===== config.mk =====
export PLATFORM = sky130hd
export DESIGN_NAME = la_capture_ctrl
export DESIGN_NICKNAME = d
export VERILOG_FILES = /design/src/rtl/la_capture_ctrl.sv
export SDC_FILE = /design/constraint.sdc
export NUM_CORES = 1
export LEC_CHECK = 0
export BUFFER_PORTS_ARGS = -buffer_cell sky130_fd_sc_hd__buf_4
export CORE_UTILIZATION = 50
export CTS_CLUSTER_DIAMETER = 60
export DETAILED_ROUTE_END_ITERATION = 12
export GPL_TIMING_DRIVEN = 0
export PLACE_DENSITY_LB_ADDON = 0.05
export SLEW_MARGIN = 10
export SYNTH_ARGS = -nofsm -noshare
export SYNTH_HDL_FRONTEND = slang
export SYNTH_SLANG_ARGS = --single-unit
export TNS_END_PERCENT = 1

===== constraint.sdc =====
create_clock -name CLK -period 7.4 [get_ports CLK]
set_input_delay 0.74 -clock CLK [delete_from_list [all_inputs] [get_ports CLK]]
set_output_delay 0.74 -clock CLK [all_outputs]
set_load 0.02 [all_outputs]

===== src/rtl/la_capture_ctrl.sv =====
// Logic-analyzer capture sequencer: gates the RLE compressor, turns its address-count
// strobe into circular SRAM writes, and tracks pre/post-trigger windows.
module la_capture_ctrl #(
  parameter int ADDR_W = 16
) (
  input  logic              CLK,
  input  logic              RESET,
  input  logic              START,
  input  logic              ABORT,
  input  logic              RLE_MODE,
  input  logic              FORCE_TRIG,
  input  logic [7:0]        TRIG_MASK,
  input  logic [7:0]        TRIG_VALUE,
  input  logic [ADDR_W-1:0] PRE_CNT,
  input  logic [ADDR_W-1:0] POST_CNT,
  input  logic [7:0]        LA_DATA,
  input  logic              ADDR_CNT_EN,
  output logic              CAP_CLK_EN,
  output logic              CAP_RLE_EN,
  output logic [ADDR_W-1:0] SRAM_ADDR,
  output logic              SRAM_WE,
  output logic [ADDR_W-1:0] TRIG_ADDR,
  output logic              BUSY,
  output logic              TRIGGERED,
  output logic              DONE
);
  typedef enum logic [2:0] {S_IDLE, S_FILL, S_ARMED, S_POST, S_FLUSH, S_DONE} state_t;
  localparam logic [ADDR_W-1:0] ONE = 1;

  state_t            state_q, state_d;
  logic [ADDR_W-1:0] cnt_q, cnt_d, addr_q, addr_d, trig_addr_q, trig_addr_d;
  logic [ADDR_W-1:0] pre_q, pre_d, post_q, post_d;
  logic [7:0]        mask_q, mask_d, val_q, val_d;
  logic              rle_q, rle_d, trig_q, trig_d;
  logic              clk_en_q, clk_en_d, rle_en_q, rle_en_d, busy_q, busy_d, done_q, done_d;
  logic              capturing, we, match, launch, abort, trig_hit;

  assign capturing = (state_q == S_FILL) || (state_q == S_ARMED) ||
                     (state_q == S_POST) || (state_q == S_FLUSH);
  assign we        = ADDR_CNT_EN && capturing;
  assign match     = (((LA_DATA ^ val_q) & mask_q) == 8'h00) && (mask_q != 8'h00);
  assign launch    = START && ((state_q == S_IDLE) || (state_q == S_DONE));
  assign abort     = ABORT && capturing;
  assign trig_hit  = (state_q == S_ARMED) && (match || FORCE_TRIG) && !abort;

  always_ff @(posedge CLK) begin
    if (RESET) state_q <= S_IDLE;
    else       state_q <= state_d;
  end

  always_comb begin
    state_d = state_q;
    unique case (state_q)
      S_IDLE, S_DONE: if (launch) state_d = S_FILL;
      S_FILL:  if (pre_q == '0 || (we && cnt_q + ONE == pre_q)) state_d = S_ARMED;
      S_ARMED: if (trig_hit) begin
        if (post_q != '0) state_d = S_POST;
        else              state_d = rle_q ? S_FLUSH : S_DONE;
      end
      S_POST:  if (we && cnt_q + ONE == post_q) state_d = rle_q ? S_FLUSH : S_DONE;
      S_FLUSH: if (we) state_d = S_DONE;
      default: state_d = S_IDLE;
    endcase
    if (abort) state_d = S_IDLE;
  end

  // Write/post counter, circular address and trigger bookkeeping; config latched only at launch.
  always_comb begin
    cnt_d       = cnt_q;
    addr_d      = addr_q;
    trig_addr_d = trig_addr_q;
    trig_d      = trig_q;
    pre_d       = pre_q;
    post_d      = post_q;
    mask_d      = mask_q;
    val_d       = val_q;
    rle_d       = rle_q;
    if (we && !abort) begin
      addr_d = addr_q + ONE;
      if (state_q == S_FILL || state_q == S_POST) cnt_d = cnt_q + ONE;
    end
    if (trig_hit) begin
      trig_addr_d = addr_q;
      trig_d      = 1'b1;
      cnt_d       = '0;
    end
    if (abort) trig_d = 1'b0;
    if (launch) begin
      cnt_d  = '0;
      addr_d = '0;
      trig_d = 1'b0;
      pre_d  = PRE_CNT;
      post_d = POST_CNT;
      mask_d = TRIG_MASK;
      val_d  = TRIG_VALUE;
      rle_d  = RLE_MODE;
    end
  end

  always_comb begin
    clk_en_d = (state_d == S_FILL) || (state_d == S_ARMED) ||
               (state_d == S_POST) || (state_d == S_FLUSH);
    busy_d   = clk_en_d;
    rle_en_d = rle_d && ((state_d == S_FILL) || (state_d == S_ARMED) || (state_d == S_POST));
    done_d   = (state_d == S_DONE);
  end

  always_ff @(posedge CLK) begin
    if (RESET) begin
      cnt_q <= '0; addr_q <= '0; trig_addr_q <= '0; trig_q <= 1'b0;
      pre_q <= '0; post_q <= '0; mask_q <= '0; val_q <= '0; rle_q <= 1'b0;
      clk_en_q <= 1'b0; rle_en_q <= 1'b0; busy_q <= 1'b0; done_q <= 1'b0;
    end else begin
      cnt_q <= cnt_d; addr_q <= addr_d; trig_addr_q <= trig_addr_d; trig_q <= trig_d;
      pre_q <= pre_d; post_q <= post_d; mask_q <= mask_d; val_q <= val_d; rle_q <= rle_d;
      clk_en_q <= clk_en_d; rle_en_q <= rle_en_d; busy_q <= busy_d; done_q <= done_d;
    end
  end

  assign CAP_CLK_EN = clk_en_q;
  assign CAP_RLE_EN = rle_en_q;
  assign SRAM_ADDR  = addr_q;
  assign SRAM_WE    = we;
  assign TRIG_ADDR  = trig_addr_q;
  assign BUSY       = busy_q;
  assign TRIGGERED  = trig_q;
  assign DONE       = done_q;
endmodule


Word level (Yosys, flattened, before mapping)
Cells that the tools add are included.

word-level totals
  flip-flop bits (word level) = 104
  bits of input ports = 63
  output and inout port bits = 38
  logic and storage cells = 70

cells by class
  $add $sub $neg = 2
  equality and inequality tests = 12
  multiplexer cells = 10
  bitwise gates (word level) = 2
  reductions and logical operators = 31

operators by type and width
  cell                   number
  $add 16x1->16 const B  2
  $eq 16x16->1           2
  $mux 3                 7
  $logic_not 16->1       1
  $reduce_bool 16->1     1
  $pmux 3 s5             1
  $eq 3x2->1 const B     4
  $eq 3x3->1 const B     4
  $logic_and 1x1->1      10
  $logic_or 1x1->1       10
  $and 8x8->8            1
  $logic_not 8->1        1
  $reduce_bool 8->1      1
  $xor 8x8->8            1
  $eq 3x1->1 const B     2
  $reduce_or 3->1        2
  $reduce_or 2->1        2
  $logic_not 3->1        1
  $mux 1                 2
  $reduce_and 2->1       1
  $logic_not 1->1        1

Depth between registers and ports, before layout
Gate-level depths: netlist (run 1).

  word-level depth = 14
  gate-level depth with buffers = 10
  depth with buffers taken out = 9

Worst setup path after synthesis (run 1)
No wires, ideal clock.

  path type = reg-to-reg
  start point = reg cnt_q[1]
  end point = reg rle_en_q (netlist: CAP_RLE_EN)
  setup time = 115 ps
  arrival = 2339 ps
  data required time = 7285 ps
  slack = 4945 ps
  stages on the path, launching flop included = 10
  path buffers = 0
  cell sequence = dfxtp_1 ha_1 nand4_4 or4_4 a22oi_2 and4bb_1 and3_1 a21o_1 nand4_1 and3_1

on the way
  longest elaborated chain between the ends = 11
  elaborated cells between the ends (all ways) = 16

RTL lines
  what                                      line    source
  from (decl)                               31      logic [ADDR_W-1:0] cnt_q, cnt_d, addr_q, addr_d, trig_addr_q, trig_addr_d;
  from (signal assigned)                    114     cnt_q <= cnt_d; addr_q <= addr_d; trig_addr_q <= trig_addr_d; trig_q <= trig_d;
  $add 16x1->16 *                           55, 60
  $eq 16x16->1                              55      S_FILL: if (pre_q == '0 || (we && cnt_q + ONE == pre_q)) state_d = S_ARMED;
  $logic_and 1x1->1                         55
  $logic_or 1x1->1                          55
  $mux 3                                    55
  $pmux 3 s5 *                              53      unique case (state_q)
  $mux 3 *                                  64      if (abort) state_d = S_IDLE;
  $eq 3x1->1 or $eq 3x2->1 (tied branches)  104     rle_en_d = rle_d && ((state_d == S_FILL) || (state_d == S_ARMED) || (state_d == S_POST));
  $logic_or 1x1->1                          104
  $logic_or 1x1->1 *                        104
  $logic_and 1x1->1 *                       104
  to (signal assigned)                      116     clk_en_q <= clk_en_d; rle_en_q <= rle_en_d; busy_q <= busy_d; done_q <= done_d;
  to (decl)                                 35      logic clk_en_q, clk_en_d, rle_en_q, rle_en_d, busy_q, busy_d, done_q, done_d;

Every way passes the cells marked *; elsewhere a longest branch is shown, timed or not.
A chain may end at the register's enable or synchronous reset.

Worst setup path after layout (run 1)
  start point = reg state_q[1]
  end point = reg cnt_q[15]

on the way
  longest elaborated chain between the ends = 8
  elaborated cells between the ends (all ways) = 20

RTL lines
  what                                                           line        source
  from (decl)                                                    30          state_t state_q, state_d;
  from (signal assigned)                                         48          else state_q <= state_d;
  $eq 3x1->1 or $eq 3x2->1 (tied branches)                       38, 80, 44
  $logic_or 1x1->1 (2 in series)                                 38          assign capturing = (state_q == S_FILL) || (state_q == S_ARMED) ||
  $logic_or 1x1->1                                               39          (state_q == S_POST) || (state_q == S_FLUSH);
  $logic_and 1x1->1                                              43          assign abort = ABORT && capturing;
  $logic_not 1->1                                                44, 78
  $logic_and 1x1->1 (on tied branches)                           44, 78
  $reduce_or 3->1 (no line) or $reduce_and 2->1 (tied branches)  -

Parallel ways exist; a longest one is shown, timed or not.

==> results of run 1 <==
==> state kept, by name, summed over array words and instances (netlist names), 3 cells and up <==
register and count:
mask_q 8, pre_q 16, TRIG_ADDR 16, SRAM_ADDR 16, val_q 8, cnt_q 16
state_q 3, post_q 16
==> where the power goes <==
part	total, mW	switching (mW)	internal, mW	leakage [nW]
sequential	0.600	0.0210	0.579	0.846
clock	0.368	0.199	0.169	0.102
combinational	0.140	0.0727	0.0672	1.70
==> cell type report <==
class	instances	area [µm²]	share of cell area
timing repair buffer	98	736	0.117
multi-input combinational	475	2890	0.458
tap	133	166	0.0264
inverter	8	30.0	0.00476
clock buffer	11	141	0.0224
clock inverter	5	62.6	0.00992
buffer	44	198	0.0313
sequential	104	2080	0.330
==> routing by layer <==
layer / global-route usage / wire length (µm)
met5: 0 / 0
met1: 0.317 / 5750
met4: 0.0969 / 263
met3: 0.0595 / 790
met2: 0.450 / 6890
==> final timing paths <==
kind,from,to,slack [ns]
setup / recovery,state_q[1],cnt_q[15],4.53
hold / removal,val_q[2],val_q[2],0.48
setup reg to reg,state_q[1],cnt_q[15],4.53
hold reg to reg,val_q[2],val_q[2],0.48
==> logic make-up (layout without fill, tap and decap cells) <==
logic type	count (synthesis)	count (layout)	synth area share
AOI/OAI and AO/OA	102	102	0.115
xor gates and xnor gates	69	69	0.132
adders and majority gates	2	2	0.00481
buffers and inverters	52	166	0.0438
DFF	104	104	0.400
muxes	20	20	0.0385
and+or+nand+nor	282	282	0.266
==> cells in the mapped netlist (14+ instances only) <==
| master | n |
|---|---|
| nand2_1 | 123 |
| dfxtp_1 | 104 |
| a21oi_1 | 59 |
| nor2_1 | 56 |
| xor2_1 | 35 |
| clkbuf_1 | 28 |
| xnor2_1 | 28 |
| mux2i_1 | 20 |
| nand4_1 | 17 |
| o21ai_0 | 15 |
| nand3_1 | 14 |
| nor4_1 | 14 |
==> worst reg2reg max path: cells and delay by family (launching register included) <==
family | cells | cell delay (ns)
buffers and inverters | 3 | 0.99
flip-flops | 1 | 0.35
AO/OA/AOI/OAI | 1 | 0.32
AND/OR/NAND/NOR | 5 | 1.09
==> cells in the final DEF, fill, tap and decap left out, types with 7 or more instances in the layout <==
cell type	n
nor4_1	14
nand3_1	14
xor2_1	35
or3_1	9
inv_1	7
clkbuf_8	10
clkbuf_1	29
nand2_1	123
nand4_1	17
buf_2	11
nor2b_1	7
nor3_1	7
o21ai_0	15
nor2_1	56
xnor2_1	28
buf_4	101
mux2i_1	20
a21oi_1	59
dfxtp_1	104
==> per-stage QoR <==
| stage | cells | util |
|---|---|---|
| after floorplan | 631 | - |
| after global placement | 862 | 0.616 |
| after detailed placement | 862 | 0.616 |
| after CTS | 878 | 0.636 |
| after global routing | 878 | 0.636 |
| final | 878 | 0.636 |
==> run metrics, run 1 <==
DR DRC count=0; final worst setup slack=around 4.5 ns; f_max=348 MHz; Die Span Y=104 µm; Mapped Area=5200 µm²; CP Max Fanout=10; WP data required=7.65 ns; # clock sinks=104; final setup TNS=0 ns; I/O pin count=101; Cell Rows=36; cts repair resizes=0; EDFF count, synth=0; Worst-path clk slew=approximately 0.1 ns; Clock Latency Late Sink=0.38 ns; core area=slightly below 10,000 µm²; Hold Vio Cnt, Final=0; CP Data Arrival Time=3.12 ns; R2R cell count=9; syn avg cell area=between 8 and 9 µm²; die area=between 10,000 and 15,000 µm²; Fillers=870; pwr dens=176 nW/µm²; Die W=around 100 µm; Setup Buffers After CTS=0; cells after synthesis=~630; post-synth top area share=0.400; Clock Path Buffers=2; crit end category=flop; Max VDD drop=roughly 170 µV; vias in the first global route=roughly 4,600; Final Power=about 1.1 mW; Top FF cell, synth=dfxtp_1; Syn Nets=between 600 and 700; relative slew slack=0.584; Worst path max stage delay=0.43 ns; hold depth=2; crit path kind=reg -> reg; register bit count reported by yosys=104; port buffer count=98; pin count of the biggest net entering global routing=18; GPL Wtd Cong=0.903; Cell variety after synth=62; first-pass GRT wire length=about 22,000 µm; WL final=approximately 14,000 µm; Initial DRC Count=252; clock root cell=clkbuf_8; unrepaired setup endpoints after global routing=false; worst clock skew=between 0.008 and 0.009 ns; final hold slack=0.475 ns; CP Depth=9; initial antenna violation count=0; Hold Crit Class=reg -> reg; antenna-violating nets left=0; fraction of layout cells with a size suffix above 1=0.191; Layout area overhead=21.3%; Least-Margin Pin Slew=0.619 ns; Starting Density=0.525; CTS Hold Bufs=0; Vias/cell=5.42; CP dominant cell by count=clkbuf_1; dpl cell area=6100 µm²; Yosys top cell by area=dfxtp_1; Tcrit/Tclk final=0.388; drt pass-1 iters=7; Slowest cell on crit path=clkbuf_1; CTS tree=yes; Final #Nets=a little over 800; asr flop ratio synth=0; synth warn=0; Global Route Usage Sum=0.261; Final Setup Violations=0; total global routing overflow=0; antenna diode count=0; depth of the CTS H-tree=3; CTS Buf Count=9; max-slew violations=0; Final Cell Area=around 6300 µm²; HPWL after DPL=10,700 µm; via count=4,762; family with the most delay on the worst path=simple AND/OR/NAND/NOR gates; post-synthesis sequential area ratio=0.400; number of max-cap violations=0; CP Buf/Inv Count=3; critical-path cell list=clkbuf_1 > nor3b_1 > nor2b_1 > nand4_1 > o21ai_0 > or2_2 > clkbuf_1 > clkbuf_1 > nor2_1; LEAKAGE=2.65 nW; startpoint types=flop; Period minus WS final=2.87 ns; Synth area leaders=dfxtp_1, nand2_1, xor2_1; outcome=complete, no violations; DR WL/cell=15.6 µm; pre-CTS setup slack=4.27 ns
No activity file was read; power rests on OpenSTA's default activity.
==> run 2: changes to the inputs <==
--- a/config.mk
+++ b/config.mk
@@ -5,6 +5,7 @@
 export SDC_FILE = /design/constraint.sdc
 export NUM_CORES = 1
 export LEC_CHECK = 0
+export ABC_AREA = 1
 export BUFFER_PORTS_ARGS = -buffer_cell sky130_fd_sc_hd__buf_4
 export CORE_UTILIZATION = 50
 export CTS_CLUSTER_DIAMETER = 60
==> constraint.sdc (replaced) <==
create_clock -name CLK -period 2.9 [get_ports CLK]
set_input_delay 0.29 -clock CLK [delete_from_list [all_inputs] [get_ports CLK]]
set_output_delay 0.29 -clock CLK [all_outputs]
set_load 0.02 [all_outputs]
==> run 2 against run 1 <==
  * Global-route usage increased by 3.7 points
  * Fmax grew 9.2%
  * Die area up 3.3%
  * Utilization decreased by 0.97 points
  * Clock-buffer cell count down 1
  * Via count is 16% higher
  * Critical path type unchanged
  * Largest power group unchanged
  * Highest routed layer unchanged
==> run metrics, run 2 <==
commonest cells in the netlist=nand2_1, dfxtp_1, nor2_1; register bit count reported by yosys=roughly 100; post-synth top area share=0.387; CP Buf/Inv Count=5; Cell variety after synth=31; final setup TNS=0 ns; Reg power frac=0.520; Synth area leaders=dfxtp_1, nand2_1, a21oi_1; cts repair resizes=0; Psw=0.887 mW; Layout area overhead=20.9%; core area=10,400 µm²; final worst setup slack=0.270 ns; Fillers=a little under 1,000; CP Data Arrival Time=2.96 ns; drt pass-1 iters=5; CTS Hold Bufs=0; Final Setup Violations=0; Setup Buffers After CTS=0; antenna diode count=0; synth warn=0; CTS tree=yes; Global Route Usage Sum=0.299; clock root cell=clkbuf_8; Int Pwr=2.09 mW; critical-path cell list=inv_1 > o21ai_1 > a21boi_2 > inv_2 > nor2_4 > inv_1 > nor2_1 > inv_1 > clkbuf_1 > nor2_1 > a21oi_1 > nor2_1; Vias/cell=5.22; GPL Wtd Cong=0.878; Cell Rows=37; syn avg cell area=roughly 6.6 µm²; antenna-violating nets left=0; most frequent cells in the layout=nand2_1, dfxtp_1, nor2_1, buf_4, inv_1; CTS Buf Count=9; crit path kind=reg -> reg; Clock Latency Late Sink=0.39 ns; Initial DRC Count=approximately 350; Period minus WS final=2.63 ns; Final #Nets=between 900 and 1,000; placed cell count=1,045; clock power share=0.324; Top FF cell, synth=dfxtp_1; max-slew violations=0; worst clock skew=between 0.01 and 0.015 ns; most common cell after layout, fill and taps aside=nand2_1; Gate power share=0.156; relative slew slack=0.583; Die W=around 110 µm; port buffer count=100; # clock sinks=104; initial antenna violation count=0; non-filler cells, final=1,061; LEAKAGE=2.76 nW; pre-CTS setup slack=~0.29 ns; CP Max Fanout=10; Least-Margin Pin Slew=a little over 0.6 ns; switching share of total power=0.298; unrepaired setup endpoints after global routing=false; depth of the CTS H-tree=3; number of max-cap violations=0; WP data required=3.23 ns; vias in the first global route=5,306; Hold Crit Class=in -> reg; f_max=380 MHz; DR DRC count=0; Clock Path Buffers=2; first-pass GRT wire length=26,000 µm; Slowest cell on crit path=dfxtp_1; via count=roughly 5,500; crit end category=flop; die area=11,200 µm²; EDFF count, synth=0; Max VDD drop=435 µV; final hold slack=about 0.086 ns; Starting Density=0.518; pin count of the biggest net entering global routing=19; Die Span Y=106 µm; pwr dens=459 nW/µm²; post-synthesis sequential area ratio=0.387; Worst-path clk slew=about 0.11 ns; outcome=complete, no violations; total global routing overflow=0; family with the most delay on the worst path=simple AND/OR/NAND/NOR gates; Tcrit/Tclk final=0.907; asr flop ratio synth=0; Mapped Area=about 5400 µm²; WL final=between 15,000 and 20,000 µm; Syn Nets=874; fraction of layout cells with a size suffix above 1=0.178; cells after synthesis=809; top-count cell post-synth=nand2_1; DR WL/cell=around 15 µm; Hold Vio Cnt, Final=0; Yosys top cell by area=dfxtp_1; I/O pin count=101; startpoint types=flop; Worst path max stage delay=0.39 ns; HPWL after DPL=12,600 µm
-- run 2: cell count changes in the layout (fill, tap and decap cells not counted), moves of 9 or more --
cell,delta
inv_1,+89
o21ai_0,+61
nand3_1,+58
nor2_1,+45
nand2_1,+35
xor2_1,-27
xnor2_1,-26
a21oi_1,+21
mux2i_1,-20
nand2_2,+15
nor2_4,+10
buf_2,-9
or3_1,-9
-- run 2: layout make-up --
| type | count | area (µm²) | share of cell area |
|---|---|---|---|
| multi-input combinational | 578 | 2810 | 0.433 |
| inverter | 101 | 379 | 0.0583 |
| clock inverter | 6 | 75.1 | 0.0115 |
| tap | 136 | 170 | 0.0262 |
| sequential | 104 | 2080 | 0.320 |
| timing repair buffer | 100 | 751 | 0.115 |
| clock buffer | 10 | 128 | 0.0196 |
| buffer | 26 | 104 | 0.0160 |
-- run 2: cells by family after synthesis --
group,after synthesis,share of synthesized area
compound gates,163,0.155
fa+ha+maj,2,0.00465
simple gates,403,0.347
buf+inv,127,0.0898
flops,104,0.387
xor+xnor,10,0.0163
-- run 2: final timing paths --
check	from	endpoint	cells after the start	slack, ns
setup / recovery	state_q[2]	cnt_q[6]	12	0.27
hold reg to reg	mask_q[5]	mask_q[5]	2	0.48
setup reg to reg	state_q[2]	cnt_q[6]	12	0.27
hold / removal	RESET	BUSY	2	0.09
-- run 2: per-stage QoR --
stage           util  power (mW)  instance area (µm²)
6_report       0.627        2.98                 6500
5_1_grt        0.627        3.12                 6500
4_1_cts        0.627        2.99                 6500
3_5_place_dp   0.607        2.04                 6300
3_3_place_gp   0.607        2.03                 6300
2_1_floorplan      -        1.85                 5380
-- run 2: metal layers --
| metal | vias up | share of wire | global-route usage |
|---|---|---|---|
| met1 | 2515 | 0.44 | 0.369 |
| met2 | 160 | 0.49 | 0.518 |
| met4 | 0 | 0.010 | 0.0724 |
| li1 | 2847 | - | - |
| met5 | - | 0 | 0 |
| met3 | 15 | 0.063 | 0.0742 |
-- run 2: power by group through the flow --
stage,sequential (mW),combinational [mW],clock [mW]
floorplan,1.57,0.277,0
global placement,1.58,0.451,0
detailed placement,1.58,0.461,0
CTS,1.55,0.463,0.979
global route,1.56,0.516,1.04
finish,1.55,0.464,0.966
==> run 3: changes to the inputs <==
--- a/config.mk
+++ b/config.mk
@@ -7,6 +7,7 @@
 export LEC_CHECK = 0
 export ABC_AREA = 1
 export BUFFER_PORTS_ARGS = -buffer_cell sky130_fd_sc_hd__buf_4
+export CORE_MARGIN = 3
 export CORE_UTILIZATION = 50
 export CTS_CLUSTER_DIAMETER = 60
 export DETAILED_ROUTE_END_ITERATION = 12
==> run 3 against run 2 <==
  * Setup slack got worse by 0.069 ns
  * Routed wire length increased by 2.8%
  * Power increased by 2.8%
  * First-iteration DRC count increased by 15%
  * Clock-buffer cell count increased by 1
  * Non-clock buffer count unchanged
  * Fmax decreased by 2.6%
  * Clock skew increased by 0.0034 ns
  * Sequential power about the same
  * Register-to-register slack got worse by 0.07 ns
  * Die area increased by 7.7%
  * Largest cell class unchanged
==> run metrics, run 3 (synthesis results as in run 2) <==
Worst-path clk slew=0.11 ns; Clock Path Buffers=2; DR WL/cell=15.4 µm; CTS tree=yes; CP Data Arrival Time=3.03 ns; Period minus WS final=roughly 2.7 ns; max-slew violations=0; Final Setup Violations=0; pre-CTS setup slack=0.227 ns; Hold Vio Cnt, Final=0; Vias/cell=about 5.3; hold_sp=RESET; final setup TNS=0 ns; die area=around 12,000 µm²; I/O pin count=101; # clock sinks=roughly 100; first-pass GRT wire length=25,600 µm; Max VDD drop=411 µV; f_max=370 MHz; Final #Nets=985; number of max-cap violations=0; GPL Wtd Cong=0.920; Layout area overhead=21.2%; Hold Path End=BUSY; fraction of layout cells with a size suffix above 1=0.178; Die Span Y=between 100 and 150 µm; HPWL after DPL=12,900 µm; Clock Latency Late Sink=0.40 ns; via count=5,637; antenna diode count=0; core area=just over 10,000 µm²; Die W=110 µm; depth of the CTS H-tree=3; CP Max Fanout=10; Fillers=a little under 1,000; crit path kind=reg -> reg; WP data required=3.23 ns; final worst setup slack=0.201 ns; relative slew slack=0.579; pwr dens=470 nW/µm²; outcome=complete, no violations; total global routing overflow=0; pin count of the biggest net entering global routing=18; DR DRC count=0; r2r setup slk=0.20 ns; clock root cell=clkbuf_8; Global Route Usage Sum=0.276; most frequent cells in the layout=nand2_1, dfxtp_1, nor2_1, buf_4, inv_1; CTS Buf Count=9; Worst R2R End=cnt_q[1]; most common cell after layout, fill and taps aside=nand2_1; unrepaired setup endpoints after global routing=false; crit end category=flop; Initial DRC Count=a little over 400; hold depth=2; antenna-violating nets left=0; dpl cell area=between 6000 and 7000 µm²; WL final=between 15,000 and 20,000 µm; worst clock skew=0.0163 ns; R2R cell count=12; Cell Rows=37; Starting Density=0.518; drt pass-1 iters=5; Hold Crit Class=in -> reg; Tcrit/Tclk final=0.931; Least-Margin Pin Slew=0.629 ns; Final Cell Area=roughly 6500 µm²; vias in the first global route=5,329; initial antenna violation count=0; startpoint types=flop; LEAKAGE=between 2 and 3 nW; port buffer count=100; r2r startpoint=state_q[2]; Final Power=between 3 and 4 mW
[run 3: cell count changes in the layout (fill, tap and decap cells not counted)]
cell       change
inv_6          -1
nand2_2        +1
bufinv_16      +1
clkinv_4       -1
clkbuf_1       +1
nand2_1        -1
[run 3: worst max path at each step]
| stage | end | from |
|---|---|---|
| after floorplan | SRAM_ADDR[15] | state_q[2] |
| after global placement | cnt_q[12] | LA_DATA[2] |
| after global routing | cnt_q[14] | state_q[2] |
| after detailed placement | cnt_q[7] | LA_DATA[7] |
| final | cnt_q[1] | state_q[2] |
| after CTS | cnt_q[1] | state_q[2] |
[run 3: final cells by class]
cell class / instances / area (µm²) / area share
sequential: 104 / 2080 / 0.319
inverter: 101 / 379 / 0.0582
buffer: 26 / 104 / 0.0159
multi-input combinational: 578 / 2810 / 0.432
tap: 136 / 170 / 0.0261
clock buffer: 11 / 131 / 0.0202
clock inverter: 5 / 87.6 / 0.0134
timing repair buffer: 100 / 751 / 0.115
[run 3: through the flow]
| step | hold slack (ns) | std cells | utilization |
|---|---|---|---|
| global placement | 0.455 | 1045 | 0.607 |
| CTS | 0.0652 | 1061 | 0.628 |
| global route | 0.0672 | 1061 | 0.629 |
| floorplan | 0.352 | 809 | - |
| finish | 0.0703 | 1061 | 0.629 |
| detailed placement | 0.463 | 1045 | 0.607 |
[run 3: timing repair]
item / CTS / global route
hold buffers: 0 / 0
resized for setup: 0 / 1
buffers inserted: 0 / 0
endpoints found under the setup margin: 0 / 1
[run 3: metal layers]
layer,track usage,vias up,routed length (µm)
met5,0,-,0
met4,0.108,0,520
met3,0.0840,42,1110
met2,0.459,191,7780
met1,0.334,2558,6940
li1,-,2846,-
[run 3: worst max-delay path: stages (launching register included)]
cell      delay, ns
dfxtp_1        0.39
inv_1          0.11
o21ai_1        0.11
a21boi_2       0.37
inv_2          0.13
nor2_4         0.19
inv_1          0.15
nor2_1         0.38
inv_1          0.13
clkbuf_1       0.28
nor2_1         0.17
a21oi_1        0.06
nor2_1         0.14
[run 3: power breakdown]
| part | switching, mW | internal (mW) |
|---|---|---|
| clock network | 0.552 | 0.497 |
| registers | 0.0512 | 1.50 |
| logic | 0.283 | 0.181 |
